## src/rtl/sr_window_reader.sv

```systemverilog
// Tail of the pixel shift-register chain: 1-2-1 rounded average of the three taps,
// decimated by DECIM and handed off through a 2-entry valid/ready output buffer.
module sr_window_reader #(
    parameter int DECIM = 2
) (
    input  logic       clk,
    input  logic       rst_n,
    input  logic       shift_strobe,
    input  logic       line_start,
    input  logic [7:0] sr1_in,
    input  logic [7:0] sr2_in,
    input  logic [7:0] sr3_in,
    output logic [7:0] out_data,
    output logic       out_valid,
    input  logic       out_ready,
    output logic       window_ready,
    output logic       overflow
);

    localparam int DATA_W = 8;
    localparam int SUM_W  = DATA_W + 2;
    localparam logic [3:0] PHASE_LAST = 4'(DECIM - 1);

    typedef enum logic {
        FILL = 1'b0,
        RUN  = 1'b1
    } state_e;

    function automatic logic [SUM_W-1:0] window_sum(input logic [DATA_W-1:0] s1,
                                                    input logic [DATA_W-1:0] s2,
                                                    input logic [DATA_W-1:0] s3);
        return {2'b00, s3} + {1'b0, s2, 1'b0} + {2'b00, s1} + SUM_W'(2);
    endfunction

    // The +2 bias is already in the sum, so dropping two LSBs rounds half-up.
    function automatic logic [DATA_W-1:0] round_sum(input logic [SUM_W-1:0] s);
        return DATA_W'(s >> 2);
    endfunction

    state_e      state_q, state_d;
    logic [1:0]  fill_q, fill_d;
    logic [3:0]  phase_q, phase_d;
    logic [1:0]  row_fill;
    logic [3:0]  row_phase;
    logic [3:0]  cur_phase;
    state_e      row_state;
    logic        keep;

    logic              vld_p1_q;
    logic [SUM_W-1:0]  sum_p1_q;
    logic [DATA_W-1:0] res_p2;

    logic [1:0]        cnt_q, cnt_d;
    logic [DATA_W-1:0] head_q, head_d;
    logic [DATA_W-1:0] tail_q, tail_d;
    logic              ovf_q, ovf_d;
    logic              pop, full, accept, drop;

    // line_start takes effect before a coincident strobe is counted.
    always_comb begin
        state_d   = state_q;
        fill_d    = fill_q;
        phase_d   = phase_q;
        keep      = 1'b0;
        cur_phase = 4'd0;
        row_fill  = line_start ? 2'd0 : fill_q;
        row_state = line_start ? FILL : state_q;
        row_phase = line_start ? 4'd0 : phase_q;

        if (line_start) begin
            state_d = FILL;
            fill_d  = 2'd0;
            phase_d = 4'd0;
        end

        if (shift_strobe) begin
            fill_d = (row_fill == 2'd3) ? 2'd3 : row_fill + 2'd1;
            if (row_state == RUN || row_fill == 2'd2) begin
                state_d   = RUN;
                cur_phase = (row_state == FILL) ? 4'd0 : row_phase;
                keep      = (cur_phase == 4'd0);
                phase_d   = (cur_phase == PHASE_LAST) ? 4'd0 : cur_phase + 4'd1;
            end
        end
    end

    always_ff @(posedge clk or negedge rst_n) begin
        if (!rst_n) begin
            state_q <= FILL;
            fill_q  <= 2'd0;
            phase_q <= 4'd0;
        end else begin
            state_q <= state_d;
            fill_q  <= fill_d;
            phase_q <= phase_d;
        end
    end

    assign window_ready = (fill_q == 2'd3);

    // Stage p1: window sum captured on the strobe cycle.
    always_ff @(posedge clk or negedge rst_n) begin
        if (!rst_n) begin
            vld_p1_q <= 1'b0;
        end else begin
            vld_p1_q <= keep;
        end
    end

    always_ff @(posedge clk) begin
        if (keep) begin
            sum_p1_q <= window_sum(sr1_in, sr2_in, sr3_in);
        end
    end

    // Stage p2: rounded result is written straight into the output buffer.
    assign res_p2 = round_sum(sum_p1_q);

    always_comb begin
        pop    = (cnt_q != 2'd0) && out_ready;
        full   = (cnt_q == 2'd2);
        accept = vld_p1_q && (!full || pop);
        drop   = vld_p1_q && full && !pop;
        cnt_d  = cnt_q;
        head_d = head_q;
        tail_d = tail_q;
        ovf_d  = ovf_q | drop;

        if (pop) begin
            head_d = tail_q;
            cnt_d  = cnt_q - 2'd1;
        end
        if (accept) begin
            if (cnt_d == 2'd0) begin
                head_d = res_p2;
            end else begin
                tail_d = res_p2;
            end
            cnt_d = cnt_d + 2'd1;
        end
    end

    always_ff @(posedge clk or negedge rst_n) begin
        if (!rst_n) begin
            cnt_q  <= 2'd0;
            head_q <= '0;
            ovf_q  <= 1'b0;
        end else begin
            cnt_q  <= cnt_d;
            head_q <= head_d;
            ovf_q  <= ovf_d;
        end
    end

    always_ff @(posedge clk) begin
        tail_q <= tail_d;
    end

    assign out_data  = head_q;
    assign out_valid = (cnt_q != 2'd0);
    assign overflow  = ovf_q;

endmodule

```

## config.mk

```make
export PLATFORM = sky130hd
export DESIGN_NAME = sr_window_reader
export DESIGN_NICKNAME = d
export VERILOG_FILES = /design/src/rtl/sr_window_reader.sv
export SDC_FILE = /design/constraint.sdc
export NUM_CORES = 1
export LEC_CHECK = 0
export ABC_AREA = 0
export BUFFER_PORTS_ARGS = -buffer_cell sky130_fd_sc_hd__clkbuf_2
export CAP_MARGIN = 10
export CORE_ASPECT_RATIO = 0.5
export CORE_MARGIN = 2
export CORE_UTILIZATION = 54
export DETAILED_ROUTE_END_ITERATION = 10
export GPL_TIMING_DRIVEN = 0
export HOLD_SLACK_MARGIN = 0.12
export PLACE_DENSITY = 0.9
export SLEW_MARGIN = 20
export SYNTH_ARGS = -nofsm -noshare
export SYNTH_HDL_FRONTEND = slang
export SYNTH_SLANG_ARGS = --single-unit
```

## constraint.sdc

```tcl
create_clock -name clk -period 2.95 [get_ports clk]
set_clock_uncertainty 0.1 [all_clocks]
set_input_delay 0.295 -clock clk [delete_from_list [all_inputs] [get_ports clk]]
set_output_delay 0.295 -clock clk [all_outputs]
set_load 0.01 [all_outputs]
```

; After elaboration in Yosys (flattened, before gate mapping)
; Index checks and enable logic that the tools add are counted.
[totals]
input_bits = 29
register_bits = 37
[classes]
add_sub_neg = 7
bitwise_logic = 2
mux = 18
n_eq_ne = 5
n_reduce_logical = 12
[ops]
columns = operator, n
row1 = $mux W8, 3
row2 = $mux W4, 5
row3 = $add A10 B2 Y10 const B, 1
row4 = $add A10 B8 Y10, 1
row5 = $add A8 B9 Y10, 1
row6 = $mux W2, 5
row7 = $eq A2 B2 Y1 const B, 4
row8 = $mux W1, 5
row9 = $add A2 B1 Y2 const B, 2
row10 = $add A4 B1 Y4 const B, 1
row11 = $eq A4 B1 Y1 const B, 1
row12 = $logic_and A1 B1 Y1, 4
row13 = $logic_not A4 Y1, 1
row14 = $logic_not A1 Y1, 2
row15 = $logic_not A2 Y1, 1
row16 = $logic_or A1 B1 Y1, 2
row17 = $reduce_and A2 Y1, 1
row18 = $reduce_bool A2 Y1, 1
row19 = $sub A2 B1 Y2 const B, 1
row20 = $not A1 Y1, 1
row21 = $or A1 B1 Y1, 1

; Longest topological paths before layout
; Gate-level depths: netlist of run 1.
[logic_depth]
depth_word = 6
mapped_depth = 12

; Worst setup path before layout of run 1
; Ideal clock, no wire load.
[synth_timing]
path_kind = register to register
startpoint = register cnt_q[0]
endpoint = register head_q[5], in the netlist out_data[5]
setup_ps = 123
slack_ps = 690
t_arrival_ps = 2037
n_path_buf = 3
stages_incl_launch_ff = 13
cell_sequence = dfrtp_1 > inv_1 > ha_1 > nand2b_4 > buf_6 > buf_2 > xnor2_1 > ha_1 > inv_1 > a211o_4 > buf_6 > nor2_1 > a21oi_1
[synth_via]
elab_chain_cells = 6
elab_cells_between_ends = 12
classes_between = 1 x add/sub / 1 x eq/ne / 4 x mux / 6 x reduce/logical
[synth_lines]
columns = item, line
row1 = start: declaration, 53  ; logic [1:0] cnt_q, cnt_d;
row2 = start signal: assignment, 149  ; cnt_q <= cnt_d;
row3 = "parallel branches: the longest is 5 deep, another holds $sub A2 B1 Y2", -
row4 = $mux W8 (*), 133  ; if (accept) begin
row5 = named net head_d[5], 54  ; logic [DATA_W-1:0] head_q, head_d;
row6 = end signal: assignment, 146  ; head_q <= '0;
row7 = end signal: assignment, 150  ; head_q <= head_d;
row8 = end: declaration, 54
; Mark *: on every way through the listed nets, which the timed path passes.
; A chain may end at the register's enable or synchronous reset.

; Worst setup path after layout of run 1
[layout_timing]
startpoint = register cnt_q[0]
endpoint = register tail_q[7], enable pin
[layout_via]
elab_chain_cells = 6
elab_cells_between_ends = 11
classes_between = 1 x add/sub / 1 x eq/ne / 1 x mux / 1 x bitwise / 7 x reduce/logical
[layout_lines]
columns = item, line
row1 = "parallel branches: the longest is 5 deep, another holds $sub A2 B1 Y2", -
row2 = $reduce_and A2 Y1 (no source line) (*), -
row3 = end signal: assignment, 156  ; tail_q <= tail_d;
row4 = end: declaration, 55  ; logic [DATA_W-1:0] tail_q, tail_d;
; Mark *: on every way between the ends.

==> results.sh, run 1 <==
export IMPL_path_max_fanout=10
export IMPL_ios=40
export IMPL_drtIter0Drc=54
export IMPL_cts_tree="yes"
export IMPL_die_w_um=88.56
export IMPL_drc=0
export IMPL_synth_edff_count=16
export IMPL_flow_area_growth_from_synthesis_pct=20.03
export IMPL_fill_cells=253
export IMPL_regArea_um2=955.9
export IMPL_synth_area_leaders="edfxtp_1 (25%), dfrtp_1 (25%), ha_1 (8.4%)"
export IMPL_hold_viol=0
export IMPL_num_vias=1367
export IMPL_place_congestion=0.8276
export IMPL_clk_pin_slew_ps=70
export IMPL_status="finished, final reports clean"
export IMPL_syn_nets=215
export IMPL_avgViaCountPerCell=5.139
export IMPL_fmax_mhz=382.7
export IMPL_initial_core_util_pct=56.21
export IMPL_fin_crit_sh_pct=88.58
export IMPL_route_top_layer_used="met4"
export IMPL_fp_row_count=15
export IMPL_cap_violations=0
export IMPL_wire_per_inst_um=12.37
export IMPL_power_w=0.001672
export IMPL_yosysMostFrequentCell="dfrtp_1"
export IMPL_final_setup_tns_ps=0
export IMPL_synth_cell_area_mm2=0.001931
export IMPL_p_int_w=0.001154
export IMPL_fin_area_mm2=0.002317
export IMPL_grt_max_degree=20
export IMPL_dr_wl_met3_um=163
export IMPL_switching_share_pct=30.98
export IMPL_yosys_warnings=0
export IMPL_leakage_nw=1.060
export IMPL_synth_seq_cells=35
export IMPL_dp_cells=257
export IMPL_drv_slew=0
export IMPL_die_area_mm2=0.004099
export IMPL_ys_seq_area_share_pct=49.51
export IMPL_drive_above_1_share_pct=26.98
export IMPL_min_path_type="in2reg"
export IMPL_htree_levels=2
export IMPL_setup_viol=0
export IMPL_avgSynthCellArea_um2=11.56
export IMPL_p_switching_w=0.0005179
export IMPL_async_reset_ff_share_pct=54.29
export IMPL_combPwrFrac_pct=34.3
export IMPL_placed_area_mm2=0.002190
export IMPL_cts_max_path_buffers=2
export IMPL_netlist_instances=167
export IMPL_relSlewSlack_pct=52.25
export IMPL_critPathArrivalTime_ps=2430
export IMPL_clock_latency_ps=280
export IMPL_multiInputGateArea_um2=890.9
export IMPL_grt_pass1_vias=1293
export IMPL_port_buffers=39
export IMPL_worstMarginPinSlew_ps=713.6
export IMPL_antenna_cells=0
export IMPL_antenna_found_initial=0
export IMPL_seq_power_share_pct=39.4
export IMPL_cts_buffers=5
export IMPL_worstSetupPathType="reg2reg"
export IMPL_ant_nets=0
export IMPL_clock_root_buffer="clkbuf_8"
export IMPL_p_per_area_mw_per_mm2=721.4
export IMPL_synth_top_cells_by_count="dfrtp_1 (19), a21oi_1 (18), nor2_1 (17)"
export IMPL_wl_um=3290
export IMPL_dp_hpwl_um=2547
export IMPL_grt_overflow_total=0
export IMPL_fin_crit_ps=2613
export IMPL_peakVddDrop_v=0.0002721
export IMPL_core_area_mm2=0.003435
export IMPL_firstDrtPassIters=4
export IMPL_critPathLaunchType="register"
export IMPL_synth_cell_types=33
export IMPL_synth_top_cell_area_share_pct=24.89
export IMPL_clock_sinks=35
export IMPL_fin_cells=266
export IMPL_synth_main_ff_cell="dfrtp_1"
export IMPL_rsz0062_at_grt="no"
export IMPL_ctsResizeCount=0
export IMPL_required_ps=2770
export IMPL_grt_use_total_pct=17.84
export IMPL_met2_length_um=1646
export IMPL_dieHeight_um=46.28
export IMPL_nets=262
export IMPL_cp_end_kind="register"
export IMPL_wl_met1_um=1432
export IMPL_synth_top_area_cell="edfxtp_1"
export IMPL_grt_first_pass_wirelength_um=5430
export IMPL_p_clk_share_pct=26.3
==> final cells by class <==
class	count	area share, %
clock inverter	2	1.512
inverter	15	2.430
tap	51	2.754
buffer	3	1.188
multi-input combinational	114	38.44
timing repair buffer	40	8.855
clock buffer	6	3.564
sequential	35	41.25
==> through the flow <==
| step | utilization [%] | hold slack, ps | worst slack (ps) |
|---|---|---|---|
| floorplan | - | -100.6 | 690.1 |
| global route | 67.47 | 152.6 | 162.1 |
| global placement | 63.75 | 171.0 | 456.1 |
| CTS | 67.47 | 137.6 | 308.2 |
| finish | 67.47 | 139.9 | 336.8 |
| detailed placement | 63.75 | 173.1 | 337.6 |
==> power by group through the flow <==
stage	sequential (W)	clock (W)	combinational, W
finish	0.000658	0.000440	0.000573
global route	0.000668	0.000467	0.000640
CTS	0.000659	0.000444	0.000578
detailed placement	0.000668	0	0.000576
global placement	0.000665	0	0.000533
floorplan	0.000691	0	0.000369
==> sequential cells by signal, summed over array words and instances, names as in the netlist, 2 cells and up <==
name and count:
out_data 8, sum_p1_q 8, tail_q 8, phase_q 4, cnt_q 2, fill_q 2
==> final timing paths <==
kind	start	endpoint	slack [ps]	depth (start not counted)
worst min-delay path	line_start	fill_q[1]	140	2
worst max register to register	cnt_q[0]	tail_q[7]	340	8
worst min register to register	sum_p1_q[8]	tail_q[6]	350	0
min in group asynchronous	rst_n	cnt_q[1]	400	2
worst max-delay path	cnt_q[0]	tail_q[7]	340	8
max in group asynchronous	rst_n	phase_q[3]	2030	2
==> logic make-up after synthesis <==
logic type                 count (synthesis)  synth area share [%]
xor gates and xnor gates                   8                 3.629
adders and majority gates                 19                 14.65
muxes                                      9                 4.666
DFF                                       35                 49.51
and+or+nand+nor                           40                 9.721
buffers and inverters                     18                 4.342
AOI/OAI and AO/OA                         38                 13.48
==> critical path: stages (launching register included) <==
cell and delay (ps):
dfrtp_1 370, inv_1 150, ha_1 220, nand2b_4 130, buf_6 110, buf_2 280
xnor2_1 120, ha_1 220, nor2_1 540
==> what timing repair did <==
action / CTS / global route
hold buffers: 1 / 0
buffers inserted: 0 / 0
hold endpoints to repair: 19 / 0
==> placed cells by master (no fill, tap or decap), drive strengths merged, types with 2 or more instances in the layout <==
master	count
a21boi	2
a21oi	19
and2	2
buf	3
clkbuf	45
dfrtp	19
edfxtp	16
fa	6
ha	13
inv	15
mux2i	9
nand2	8
nand3	7
nor2	17
nor2b	2
o211ai	2
o21ai	5
o21bai	2
xnor2	6
xor2	2
==> routing by layer <==
layer  vias to the layer above  track usage [%]
li1                        674                -
met1                       646            20.81
met2                        39            32.33
met3                         8            4.301
met4                         0            7.879
met5                         -                0
Power figures use the tool's default switching activity.
==> run 2, diff against run 1 <==
- CORE_ASPECT_RATIO: 0.5 -> 0.6
==> run 2 against run 1 <==
- non-clock buffer count rose by 1
- routed wire length increased by 15%
- sequential cell count unchanged
- hold slack better by 120 ps
- first-iteration DRC count grew 13%
- sequential share of layout area decreased by 0.31 points
- setup slack better by 8.0 ps
- global-route usage grew 3.2 points
- sequential power grew 1%
- die area shrank 0.33%
- via count rose by 0.59%
- critical path type unchanged
- largest cell class unchanged
- largest power group unchanged
==> results.sh, run 2 (synthesis gave the netlist of run 1 again) <==
export IMPL_drv_slew=0
export IMPL_ios=40
export IMPL_slowest_stage="nor2_1"
export IMPL_ant_nets=0
export IMPL_wl_met1_um=1835
export IMPL_fin_cells=261
export IMPL_initial_core_util_pct=57.75
export IMPL_status="finished, final reports clean"
export IMPL_setup_viol=0
export IMPL_avgViaCountPerCell=5.268
export IMPL_drtIter0Drc=61
export IMPL_clock_latency_ps=290
export IMPL_clk_pin_slew_ps=70
export IMPL_antenna_cells=0
export IMPL_clock_root_buffer="clkbuf_8"
export IMPL_final_setup_tns_ps=0
export IMPL_critPathLaunchType="register"
export IMPL_worstMarginPinSlew_ps=737.7
export IMPL_dieHeight_um=50.32
export IMPL_rsz0062_at_grt="no"
export IMPL_drc=0
export IMPL_drive_above_1_share_pct=26.39
export IMPL_crit_top_cell="ha_1"
export IMPL_dr_wl_met3_um=175
export IMPL_wl_um=3779
export IMPL_grt_max_degree=20
export IMPL_pre_cts_ws_ps=401.4
export IMPL_hold_viol=0
export IMPL_fill_cells=242
export IMPL_grt_use_total_pct=21.05
export IMPL_met2_length_um=1704
export IMPL_firstDrtPassIters=4
export IMPL_grt_overflow_total=0
export IMPL_cts_max_path_buffers=2
export IMPL_p_per_area_mw_per_mm2=750.7
export IMPL_worstSetupPathType="reg2reg"
export IMPL_cp_end_kind="register"
export IMPL_wire_per_inst_um=14.48
export IMPL_critPathArrivalTime_ps=2430
export IMPL_finalWorstSetupSlack_ps=344.9
export IMPL_die_w_um=81.19
export IMPL_path_max_fanout=10
export IMPL_nets=263
export IMPL_cts_tree="yes"
export IMPL_clock_sinks=35
export IMPL_die_area_mm2=0.004085
export IMPL_path_cells="inv_1 > ha_1 > nand2b_4 > buf_6 > buf_2 > xnor2_1 > ha_1 > nor2_1"
export IMPL_cts_buffers=5
export IMPL_slowest_delay_ps=550
export IMPL_antenna_found_initial=0
export IMPL_required_ps=2770
export IMPL_num_vias=1375
export IMPL_core_area_mm2=0.003343
export IMPL_fin_area_mm2=0.002335
export IMPL_leakage_nw=1.069
export IMPL_route_top_layer_used="met4"
export IMPL_final_common_cell="clkbuf_2"
export IMPL_dp_hpwl_um=2751
export IMPL_relSlewSlack_pct=50.64
export IMPL_flow_area_growth_from_synthesis_pct=20.93
export IMPL_fin_crit_sh_pct=88.31
export IMPL_fin_crit_ps=2605
export IMPL_cap_violations=0
export IMPL_fmax_mhz=383.9
export IMPL_dp_cells=251
export IMPL_fin_util_pct=69.84
export IMPL_grt_first_pass_wirelength_um=6182
export IMPL_peakVddDrop_v=0.0008175
export IMPL_ctsResizeCount=0
export IMPL_cts_setup_buffers=0
export IMPL_port_buffers=39
export IMPL_min_path_type="in2reg"
export IMPL_fp_row_count=16
export IMPL_grt_pass1_vias=1328
export IMPL_place_congestion=0.7898
export IMPL_htree_levels=2
export IMPL_mostFrequentLayoutCells="clkbuf_2 (39), dfrtp_1 (19), a21oi_1 (18), nor2_1 (17), edfxtp_1 (16)"
export IMPL_placed_area_mm2=0.002182
[run 2: cell count changes in the layout (fill, tap and decap cells not counted)]
cell,delta
bufinv_16,+1
clkbuf_1,+1
clkbuf_8,-1
clkinv_2,-1
dlygate4sd3_1,+1
[run 2: final timing paths]
kind	from	endpoint	slack, ps	cells after the start
worst max register to register	cnt_q[0]	tail_q[4]	340	8
worst min-delay path	shift_strobe	state_q	250	3
worst min register to register	sum_p1_q[9]	tail_q[7]	360	0
max in group asynchronous	rst_n	out_data[3]	2020	2
worst max-delay path	cnt_q[0]	tail_q[4]	340	8
min in group asynchronous	rst_n	phase_q[3]	400	2
[run 2: area by class of cell]
type	instances	area [µm²]	share of cell area, %
Sequential cell	35	955.9	40.94
Multi-Input combinational cell	114	890.9	38.16
Timing Repair Buffer	41	215.2	9.218
Clock buffer	6	72.57	3.108
Clock inverter	2	60.06	2.572
Inverter	15	56.30	2.412
Tap cell	45	56.30	2.412
Buffer	3	27.53	1.179
[run 2: metal layers]
metal  GRT usage (%)  vias up
li1                -      680
met1           28.00      639
met2           33.47       48
met3           4.317        8
met4           9.322        0
met5               0        -
[run 2: what timing repair did]
item,in CTS,in global routing
hold buffers,2,0
endpoints found under the hold margin,21,0
endpoints found under the setup margin,0,0
[run 2: critical path, delay by kind of cell, from the launching register on]
kind | cells | cell delay (ps)
buffers and inverters | 3 | 560
XOR/XNOR | 1 | 110
adder cells (fa/ha/maj) | 2 | 420
AND/OR/NAND/NOR | 2 | 690
flip-flops | 1 | 370
[run 2: power breakdown]
group          internal (W)  switching [W]  total (W)  leakage, nW
registers          0.000611      0.0000559   0.000667        0.382
clock network      0.000338       0.000169   0.000507       0.0654
logic              0.000267       0.000312   0.000579        0.621
total               0.00122       0.000536    0.00175         1.07
[run 2: metrics by stage]
step | hold slack [ps] | power [W]
2_1_floorplan | -100.6 | 0.001059
3_3_place_gp | 165.1 | 0.001204
3_5_place_dp | 168.6 | 0.001246
4_1_cts | 236.5 | 0.001766
5_1_grt | 281.1 | 0.001859
6_report | 255.0 | 0.001753
==> run 3, diff against run 2 <==
- CORE_UTILIZATION: 54 -> 53
- PLACE_DENSITY: 0.9 -> 0.89
==> run 3 against run 2 <==
- maximum frequency is 2.0% higher
- clock power is 38% lower
- non-clock buffer count is 1 lower
- cell count is 0.38% lower
- critical path type unchanged
==> results.sh, run 3 (synthesis gave the netlist of run 1 again) <==
export IMPL_grt_use_total_pct=18.88
export IMPL_rr_endpoint="tail_q[0]"
export IMPL_critPathLaunchType="register"
export IMPL_worstMarginPinSlew_ps=657.4
export IMPL_clock_sinks=35
export IMPL_port_buffers=39
export IMPL_die_w_um=81.92
export IMPL_leakage_nw=1.041
export IMPL_antenna_cells=0
export IMPL_worstSetupPathType="reg2reg"
export IMPL_wl_um=3381
export IMPL_hp_start="line_start"
export IMPL_dp_hpwl_um=2760
export IMPL_nets=262
export IMPL_p_clk_share_pct=20.3
export IMPL_min_path_type="in2reg"
export IMPL_drtIter0Drc=54
export IMPL_combPwrFrac_pct=36.5
export IMPL_setup_viol=0
export IMPL_path_cells="inv_1 > ha_1 > nand2b_4 > buf_6 > buf_2 > xnor2_1 > ha_1 > nor2_1"
export IMPL_rr_worst_depth=8
export IMPL_crit_reg2reg_launch="cnt_q[0]"
export IMPL_cap_violations=0
export IMPL_htree_levels=2
export IMPL_avgViaCountPerCell=5.154
export IMPL_mostFrequentLayoutCells="clkbuf_2 (39), dfrtp_1 (19), a21oi_1 (18), nor2_1 (17), edfxtp_1 (16)"
export IMPL_final_setup_tns_ps=0
export IMPL_fp_row_count=16
export IMPL_grt_overflow_total=0
export IMPL_hold_viol=0
export IMPL_drv_slew=0
export IMPL_p_per_area_mw_per_mm2=675.6
export IMPL_seq_power_share_pct=43.2
export IMPL_antenna_found_initial=0
export IMPL_switching_share_pct=32.17
export IMPL_cts_buffers=5
export IMPL_firstDrtPassIters=4
export IMPL_die_area_mm2=0.004157
export IMPL_required_ps=2750
export IMPL_core_area_mm2=0.003363
export IMPL_initial_core_util_pct=57.40
export IMPL_grt_max_degree=20
export IMPL_path_max_fanout=10
export IMPL_critPathBufInv=3
export IMPL_final_common_cell="clkbuf_2"
export IMPL_cts_max_path_buffers=2
export IMPL_rsz0062_at_grt="no"
export IMPL_cts_tree="yes"
export IMPL_hold_path_end="phase_q[2]"
export IMPL_fin_crit_sh_pct=86.59
export IMPL_min_path_cells=2
export IMPL_slowest_stage="nor2_1"
export IMPL_ant_nets=0
export IMPL_relSlewSlack_pct=56.01
export IMPL_grt_first_pass_wirelength_um=5816
export IMPL_flow_area_growth_from_synthesis_pct=17.76
export IMPL_fmax_mhz=391.5
export IMPL_drive_above_1_share_pct=26.05
export IMPL_clock_latency_ps=270
export IMPL_hold_slack_ps=148.8
export IMPL_place_congestion=0.8406
export IMPL_ios=40
export IMPL_grt_pass1_vias=1328
export IMPL_status="finished, final reports clean"
export IMPL_ctsResizeCount=0
export IMPL_critPathArrivalTime_ps=2360
export IMPL_fin_crit_ps=2554
export IMPL_drc=0
export IMPL_wire_per_inst_um=13.00
export IMPL_p_int_w=0.001042
export IMPL_peakVddDrop_v=0.0004175
export IMPL_clk_pin_slew_ps=60
export IMPL_crit_top_cell="ha_1"
export IMPL_p_switching_w=0.0004941
export IMPL_fin_util_pct=67.60
export IMPL_num_vias=1340
export IMPL_cp_end_kind="register"
export IMPL_dieHeight_um=50.75
export IMPL_clock_root_buffer="clkbuf_8"
export IMPL_crit_family="simple AND/OR/NAND/NOR gates"
export IMPL_slowest_delay_ps=520
export IMPL_rrSetupSlack_ps=400
## run 3: final cells by class
type                       count  area [µm²]
buffer                         3       27.53
clock buffer                   7       76.32
clock inverter                 1       5.005
fill                         242        1090
inverter                      15       56.30
multi-input combinational    114       890.9
sequential                    35       955.9
tap                           45       56.30
timing repair buffer          40       205.2
## run 3: how the worst max path moves through the flow
| stage | startpoint | to | depth (start not counted) |
|---|---|---|---|
| 3_3_place_gp | cnt_q[0] | tail_q[6] | 8 |
| 4_1_cts | cnt_q[0] | tail_q[0] | 8 |
| 2_1_floorplan | cnt_q[0] | out_data[5] | 12 |
| 3_5_place_dp | cnt_q[0] | tail_q[5] | 8 |
| 6_report | cnt_q[0] | tail_q[0] | 8 |
| 5_1_grt | cnt_q[0] | tail_q[0] | 8 |
## run 3: power by group through the flow
stage                     registers, W  logic [W]  clock network (W)
after floorplan               0.000691   0.000369                  0
after global placement        0.000667   0.000539                  0
after detailed placement      0.000675   0.000564                  0
after CTS                     0.000665   0.000567           0.000321
after global routing          0.000676   0.000641           0.000346
final                         0.000664   0.000560           0.000312
## run 3: timing repair
action | in CTS | in global routing
hold buffers | 1 | 0
buffers inserted | 0 | 0
endpoints found under the hold margin | 19 | 0
## run 3: stage by stage
stage	area, µm²	setup WS [ps]	total power (W)	instances
final	2273	395.6	0.001536	260
after global routing	2273	200.7	0.001663	260
after CTS	2273	383.6	0.001554	260
after detailed placement	2182	396.1	0.001239	251
after global placement	2182	461.8	0.001206	251
after floorplan	1931	690.1	0.001059	167
## run 3: routing by layer
layer	GRT usage (%)	wire length, µm	share of wire (%)	vias to the layer above
met5	0	0	0	-
met4	6.667	29	0.86	0
met3	4.856	229	6.8	4
met2	30.08	1510	45	60
met1	25.03	1612	48	600
li1	-	-	-	676
